<file path="config.mk">
export PLATFORM = sky130hd
export DESIGN_NAME = mem_port_arbiter_flat
export DESIGN_NICKNAME = d
export VERILOG_FILES = /design/src/rtl/mem_port_arbiter_if.sv /design/src/rtl/mem_port_arbiter.sv /design/src/flat_wrapper.sv
export SDC_FILE = /design/constraint.sdc
export NUM_CORES = 1
export LEC_CHECK = 0
export CAP_MARGIN = 30
export CORE_MARGIN = 2
export CORE_UTILIZATION = 42
export DETAILED_ROUTE_END_ITERATION = 12
export GPL_ROUTABILITY_DRIVEN = 0
export PLACE_DENSITY = 0.91
export RECOVER_POWER = 25
export REMOVE_ABC_BUFFERS = 1
export SLEW_MARGIN = 20
export SYNTH_ARGS = -nofsm -noshare
export SYNTH_HDL_FRONTEND = slang
export SYNTH_SLANG_ARGS = --single-unit
</file>
<file path="constraint.sdc">
create_clock -name clk -period 1.9 [get_ports clk]
set_clock_uncertainty 0.1 [all_clocks]
set_input_delay 0.285 -clock clk [delete_from_list [all_inputs] [get_ports clk]]
set_output_delay 0.285 -clock clk [all_outputs]
set_load 0.01 [all_outputs]
</file>
<file path="src/rtl/mem_port_arbiter_if.sv">
// Requester and memory-side signals of the shared memory port.
// The arbiter connects through slave; the requesters and memory connect through master.
interface mem_port_arbiter_if #(
    parameter int ADDR_W = 32,
    parameter int DATA_W = 32
);
    logic              if_req;
    logic [ADDR_W-1:0] if_addr;
    logic              if_gnt;
    logic [DATA_W-1:0] if_rdata;
    logic              if_valid;
    logic              d_req;
    logic              d_we;
    logic [ADDR_W-1:0] d_addr;
    logic [DATA_W-1:0] d_wdata;
    logic              d_gnt;
    logic [DATA_W-1:0] d_rdata;
    logic              d_valid;
    logic [ADDR_W-1:0] mem_addr;
    logic [DATA_W-1:0] mem_wdata;
    logic              mem_we;
    logic [DATA_W-1:0] mem_rdata;
    logic              busy;

    modport slave (
        input  if_req, if_addr, d_req, d_we, d_addr, d_wdata, mem_rdata,
        output if_gnt, if_rdata, if_valid, d_gnt, d_rdata, d_valid,
               mem_addr, mem_wdata, mem_we, busy
    );

    modport master (
        output if_req, if_addr, d_req, d_we, d_addr, d_wdata, mem_rdata,
        input  if_gnt, if_rdata, if_valid, d_gnt, d_rdata, d_valid,
               mem_addr, mem_wdata, mem_we, busy
    );
endinterface

</file>
<file path="src/rtl/mem_port_arbiter.sv">
// Shares one fixed-latency memory port between instruction fetch and data access.
// Define MEM_ARB_ROUND_ROBIN_EN for alternating grants on contention; default is data priority.
module mem_port_arbiter #(
    parameter int ADDR_W = 32,
    parameter int DATA_W = 32,
    parameter int RD_LAT = 2
) (
    input  logic               clk,
    input  logic               reset,
    mem_port_arbiter_if.slave  bus
);
    localparam int CW = $clog2(RD_LAT + 1);

    typedef enum logic [1:0] {IDLE, ISSUE, WAIT, DONE} state_t;

    state_t        state;
    logic [CW-1:0] cnt;
    logic          own_d;
    logic          we_q;
    logic          pick_d;
    logic          rd_done;

`ifdef MEM_ARB_ROUND_ROBIN_EN
    logic last_d;
    assign pick_d = bus.d_req && (!bus.if_req || !last_d);
`else
    assign pick_d = bus.d_req;
`endif

    // Last cycle the memory is addressed for a read; rdata is captured on its closing edge.
    assign rd_done = (state == ISSUE && !we_q && RD_LAT == 1) ||
                     (state == WAIT && cnt == CW'(1));

    always_ff @(posedge clk) begin
        if (reset) begin
            state         <= IDLE;
            cnt           <= '0;
            own_d         <= 1'b0;
            we_q          <= 1'b0;
            bus.if_gnt    <= 1'b0;
            bus.d_gnt     <= 1'b0;
            bus.if_valid  <= 1'b0;
            bus.d_valid   <= 1'b0;
            bus.mem_we    <= 1'b0;
            bus.mem_addr  <= '0;
            bus.mem_wdata <= '0;
            bus.if_rdata  <= '0;
            bus.d_rdata   <= '0;
            bus.busy      <= 1'b0;
`ifdef MEM_ARB_ROUND_ROBIN_EN
            last_d        <= 1'b0;
`endif
        end else begin
            bus.if_gnt   <= 1'b0;
            bus.d_gnt    <= 1'b0;
            bus.if_valid <= 1'b0;
            bus.d_valid  <= 1'b0;
            bus.mem_we   <= 1'b0;
            case (state)
                IDLE: begin
                    if (bus.if_req || bus.d_req) begin
                        state    <= ISSUE;
                        bus.busy <= 1'b1;
                        own_d    <= pick_d;
`ifdef MEM_ARB_ROUND_ROBIN_EN
                        last_d   <= pick_d;
`endif
                        if (pick_d) begin
                            bus.d_gnt     <= 1'b1;
                            bus.mem_addr  <= bus.d_addr;
                            bus.mem_wdata <= bus.d_wdata;
                            bus.mem_we    <= bus.d_we;
                            we_q          <= bus.d_we;
                        end else begin
                            bus.if_gnt    <= 1'b1;
                            bus.mem_addr  <= bus.if_addr;
                            we_q          <= 1'b0;
                        end
                    end
                end
                ISSUE: begin
                    if (we_q) begin
                        state       <= DONE;
                        bus.d_valid <= 1'b1;
                    end else if (rd_done) begin
                        state <= DONE;
                        if (own_d) begin
                            bus.d_rdata <= bus.mem_rdata;
                            bus.d_valid <= 1'b1;
                        end else begin
                            bus.if_rdata <= bus.mem_rdata;
                            bus.if_valid <= 1'b1;
                        end
                    end else begin
                        state <= WAIT;
                        cnt   <= CW'(RD_LAT - 1);
                    end
                end
                WAIT: begin
                    if (rd_done) begin
                        state <= DONE;
                        if (own_d) begin
                            bus.d_rdata <= bus.mem_rdata;
                            bus.d_valid <= 1'b1;
                        end else begin
                            bus.if_rdata <= bus.mem_rdata;
                            bus.if_valid <= 1'b1;
                        end
                    end else begin
                        cnt <= cnt - 1'b1;
                    end
                end
                DONE: begin
                    state    <= IDLE;
                    bus.busy <= 1'b0;
                end
                default: begin
                    state    <= IDLE;
                    bus.busy <= 1'b0;
                end
            endcase
        end
    end
endmodule

</file>
<file path="src/flat_wrapper.sv">
// flat-port wrapper written by rule: the top's interface ports become plain ports
module mem_port_arbiter_flat 
#(
    parameter int ADDR_W = 32,
    parameter int DATA_W = 32,
    parameter int RD_LAT = 2
)
  (clk, reset, bus_if_req, bus_if_addr, bus_d_req, bus_d_we, bus_d_addr, bus_d_wdata, bus_mem_rdata, bus_if_gnt, bus_if_rdata, bus_if_valid, bus_d_gnt, bus_d_rdata, bus_d_valid, bus_mem_addr, bus_mem_wdata, bus_mem_we, bus_busy);
  mem_port_arbiter_if #(.ADDR_W(ADDR_W), .DATA_W(DATA_W)) bus_i ();
  input  logic clk;
  input  logic reset;
  input wire logic [$bits(bus_i.if_req)-1:0] bus_if_req;
  input wire logic [$bits(bus_i.if_addr)-1:0] bus_if_addr;
  input wire logic [$bits(bus_i.d_req)-1:0] bus_d_req;
  input wire logic [$bits(bus_i.d_we)-1:0] bus_d_we;
  input wire logic [$bits(bus_i.d_addr)-1:0] bus_d_addr;
  input wire logic [$bits(bus_i.d_wdata)-1:0] bus_d_wdata;
  input wire logic [$bits(bus_i.mem_rdata)-1:0] bus_mem_rdata;
  output wire logic [$bits(bus_i.if_gnt)-1:0] bus_if_gnt;
  output wire logic [$bits(bus_i.if_rdata)-1:0] bus_if_rdata;
  output wire logic [$bits(bus_i.if_valid)-1:0] bus_if_valid;
  output wire logic [$bits(bus_i.d_gnt)-1:0] bus_d_gnt;
  output wire logic [$bits(bus_i.d_rdata)-1:0] bus_d_rdata;
  output wire logic [$bits(bus_i.d_valid)-1:0] bus_d_valid;
  output wire logic [$bits(bus_i.mem_addr)-1:0] bus_mem_addr;
  output wire logic [$bits(bus_i.mem_wdata)-1:0] bus_mem_wdata;
  output wire logic [$bits(bus_i.mem_we)-1:0] bus_mem_we;
  output wire logic [$bits(bus_i.busy)-1:0] bus_busy;
  assign bus_i.if_req = bus_if_req;
  assign bus_i.if_addr = bus_if_addr;
  assign bus_i.d_req = bus_d_req;
  assign bus_i.d_we = bus_d_we;
  assign bus_i.d_addr = bus_d_addr;
  assign bus_i.d_wdata = bus_d_wdata;
  assign bus_i.mem_rdata = bus_mem_rdata;
  assign bus_if_gnt = bus_i.if_gnt;
  assign bus_if_rdata = bus_i.if_rdata;
  assign bus_if_valid = bus_i.if_valid;
  assign bus_d_gnt = bus_i.d_gnt;
  assign bus_d_rdata = bus_i.d_rdata;
  assign bus_d_valid = bus_i.d_valid;
  assign bus_mem_addr = bus_i.mem_addr;
  assign bus_mem_wdata = bus_i.mem_wdata;
  assign bus_mem_we = bus_i.mem_we;
  assign bus_busy = bus_i.busy;
  mem_port_arbiter #(.ADDR_W(ADDR_W), .DATA_W(DATA_W), .RD_LAT(RD_LAT)) u_core (.clk(clk), .reset(reset), .bus(bus_i));
endmodule
</file>
==> flow_summary.yaml <==
floorplan:
  core_area_mm2: 0.01335
  ios: 267
  initial_core_util_pct: 43.28
  die_y_um: 121.3
  die_w_um: 121.3
  row_count: 42
  dieArea_mm2: 0.01471
clock_tree:
  ctsHoldBuffers: 0
  cts.sinks: 140
  cts-htree-levels: 4
  cts-root-buf: "clkbuf_16"
  cts.path.max_buffers: 2
  clk_latency_ns: 0.41
  cts_buffers: 17
  cts_tree: "done"
  clk_pin_slew_ns: 0.06
global_route:
  antenna_found_initial: 0
  grt_pass1_vias: 5669
  grt_usage_pct: 24.55
  grt_max_degree: 53
  grt_pass1_wl_um: 28550
  overflow: 0
detailed_routing:
  wl_um: 17920
  route.detailed.drc: 0
  drt_iter0_drc: 472
  vias: 5679
  wl_per_cell_um: 16.70
  first_pass_iters: 5
  via_per_inst: 5.293
  antenna_left: 0
synthesis:
  yosysSeqAreaShare_pct: 48.52
  synth_edf_count: 0
  postSynthAreaPerCell_um2: 8.984
  async_flop_share_pct: 0
  ys_ff_latch: 140
  ys_dominant_reg_cell: "dfxtp_1"
  yosysWarnings: 0
  synth_cells: 643
  ys_types: 36
  netlist_area_mm2: 0.005777
timing:
  rsz0062_at_grt: "false"
  fmaxAchievable_mhz: 572.9
  post-route-period-util_pct: 91.87
  tns_ns: 0
  fin_ws_ns: 0.1544
  worst_pin_slew_ns: 0.3911
  setup_violations: 0
  finalMaxSlewViolations: 0
  hold_viol: 0
  layout_min_cycle_time_ns: 1.746
  maxSlewHeadroom_pct: 73.65
job:
  cap_viol_max_count: 0
run_status:
  status: "complete, no violations"
power:
  power_mw: 10.35
  pwr-share-clk_pct: 33.4
  p_per_area_mw_per_mm2: 1130
  power_frac_comb_pct: 31.6
  switching_share_pct: 30.20
  power_frac_seq_pct: 35.0
  ir_drop_v: 0.0006707
  leakagePower_nw: 3.454
  switchingPower_mw: 3.126
  p_int_mw: 7.226
worst_setup_path:
  critical_path.max_fanout: 17
  critical-path-max-stage-delay_ns: 0.39
  worst-path-buf-inv: 2
  start_kind: "flop"
  crit_slowest_cell: "dfxtp_1"
  crit_required_ns: 2.10
  cp_cell_sequence: "inv_1, ha_1, and2_2, buf_4, o21ai_0, a21oi_1"
  end_kind: "flop"
  criticalPathCategory: "reg -> reg"
  cpLargestDelayFamily: "flip-flops"
  crit_arrival_ns: 1.94
finish:
  final_util_pct: 68.64
  area_delta_synth_final_pct: 58.61
  drive_above_1_share_pct: 9.588
  fin_nets: 1023
  n_antenna_cell: 0
place:
  pre_cts_slack_ns: 0.1494
  port_buffers: 266
  dpl.hpwl_um: 12620
hold_path:
  hold_class: "in -> reg"
-- worst reg2reg max path, cell delays in order, from the launching register on --
cell     delay, ns
dfxtp_1       0.39
inv_1         0.10
ha_1          0.20
and2_2        0.32
buf_4         0.23
o21ai_0       0.19
a21oi_1       0.10
-- placed cells by master (no fill, tap or decap), types with 19 or more instances in the layout --
cell type,count
nor2_1,39
dlygate4sd3_1,56
o21ai_1,19
nand3_1,65
dfxtp_1,140
nand2_1,66
a211oi_2,27
mux2i_1,32
clkdlybuf4s50_1,208
o21ai_0,50
a21oi_1,100
-- through the flow --
stage | instances | area, um2 | hold slack [ns]
2_1_floorplan | 580 | 5369 | 0.2496
3_3_place_gp | 1041 | 8554 | 0.3408
3_5_place_dp | 1041 | 8554 | 0.3459
4_1_cts | 1073 | 9173 | 0.1043
5_1_grt | 1073 | 9163 | 0.1167
6_report | 1073 | 9163 | 0.1223
-- power groups by stage --
stage / logic, mW / registers (mW) / clock network (mW)
floorplan: 1.42 / 3.85 / 0
global placement: 3.24 / 3.66 / 0
detailed placement: 3.32 / 3.69 / 0
CTS: 3.35 / 3.63 / 3.52
global route: 3.56 / 3.68 / 3.64
finish: 3.27 / 3.63 / 3.46
-- final cells by class --
class | instances | area, um2
inverters | 5 | 18.77
fillers | 1007 | 4185
multi-input cells | 435 | 2555
repair buffers | 285 | 2948
well taps | 176 | 220.2
flip-flops and latches | 140 | 2803
clock buffers | 21 | 450.4
clock inverters | 11 | 167.7
-- synthesized netlist by cell type (2+ instances only) --
master / count / area (um2)
dfxtp_1: 140 / 2803
a21oi_1: 100 / 500.5
nand2_1: 67 / 251.5
nand3_1: 65 / 325.3
o21ai_0: 50 / 250.2
nor2_1: 39 / 146.4
mux2i_1: 32 / 320.3
a211oi_2: 27 / 337.8
o21ai_1: 19 / 95.09
clkbuf_1: 18 / 67.56
buf_4: 16 / 120.1
buf_2: 15 / 75.07
buf_6: 12 / 135.1
ha_1: 6 / 75.07
a211oi_1: 5 / 37.54
inv_1: 5 / 18.77
and2_1: 4 / 25.02
clkbuf_2: 2 / 10.01
nand2b_1: 2 / 12.51
nand3b_1: 2 / 15.01
o21a_1: 2 / 15.01
-- kinds of logic after synthesis --
group / Yosys count / synth area share [%]
flops: 140 / 48.52
simple gates: 186 / 14.55
compound gates: 210 / 22.50
mux: 33 / 5.740
buf+inv: 68 / 7.386
fa+ha+maj: 6 / 1.300
-- flip-flops by register name, indices dropped and copies added (netlist names) --
register / cells
u_core.bus.if_gnt: 1
u_core.bus.busy: 1
u_core.bus.mem_addr: 32
u_core.bus.mem_wdata: 32
u_core.bus.if_rdata: 32
u_core.own_d: 1
u_core.bus.d_rdata: 32
u_core.state: 2
u_core.bus.d_valid: 1
u_core.cnt: 2
u_core.we_q: 1
u_core.bus.d_gnt: 1
u_core.bus.if_valid: 1
u_core.bus.mem_we: 1
-- routing by layer --
layer  vias up  routed length (um)  track usage [%]
met5         -                   0                0
met4         0                 725            12.14
met3        59                1158            7.284
met2       234                9175            41.92
met1      2654                6861            27.85
li1       2732                   -                -
-- worst paths after layout --
path	from	endpoint	slack, ns	depth (start not counted)
max	u_core.state[1]$_SDFFE_PP0P_	u_core.bus.if_rdata[0]$_SDFFE_PP0P_	0.15	6
min reg2reg	u_core.bus.mem_wdata[15]$_SDFFE_PP0P_	u_core.bus.mem_wdata[15]$_SDFFE_PP0P_	0.35	2
max reg2reg	u_core.state[1]$_SDFFE_PP0P_	u_core.bus.if_rdata[0]$_SDFFE_PP0P_	0.15	6
min	bus_d_req	u_core.bus.if_gnt$_SDFF_PP0_	0.12	2
-- timing repair --
item,CTS,global route
endpoints found under the setup margin,0,27
buffers inserted,0,0
endpoints found under the hold margin,0,0
resized for setup,0,1
(Power assumes the default switching activity.)
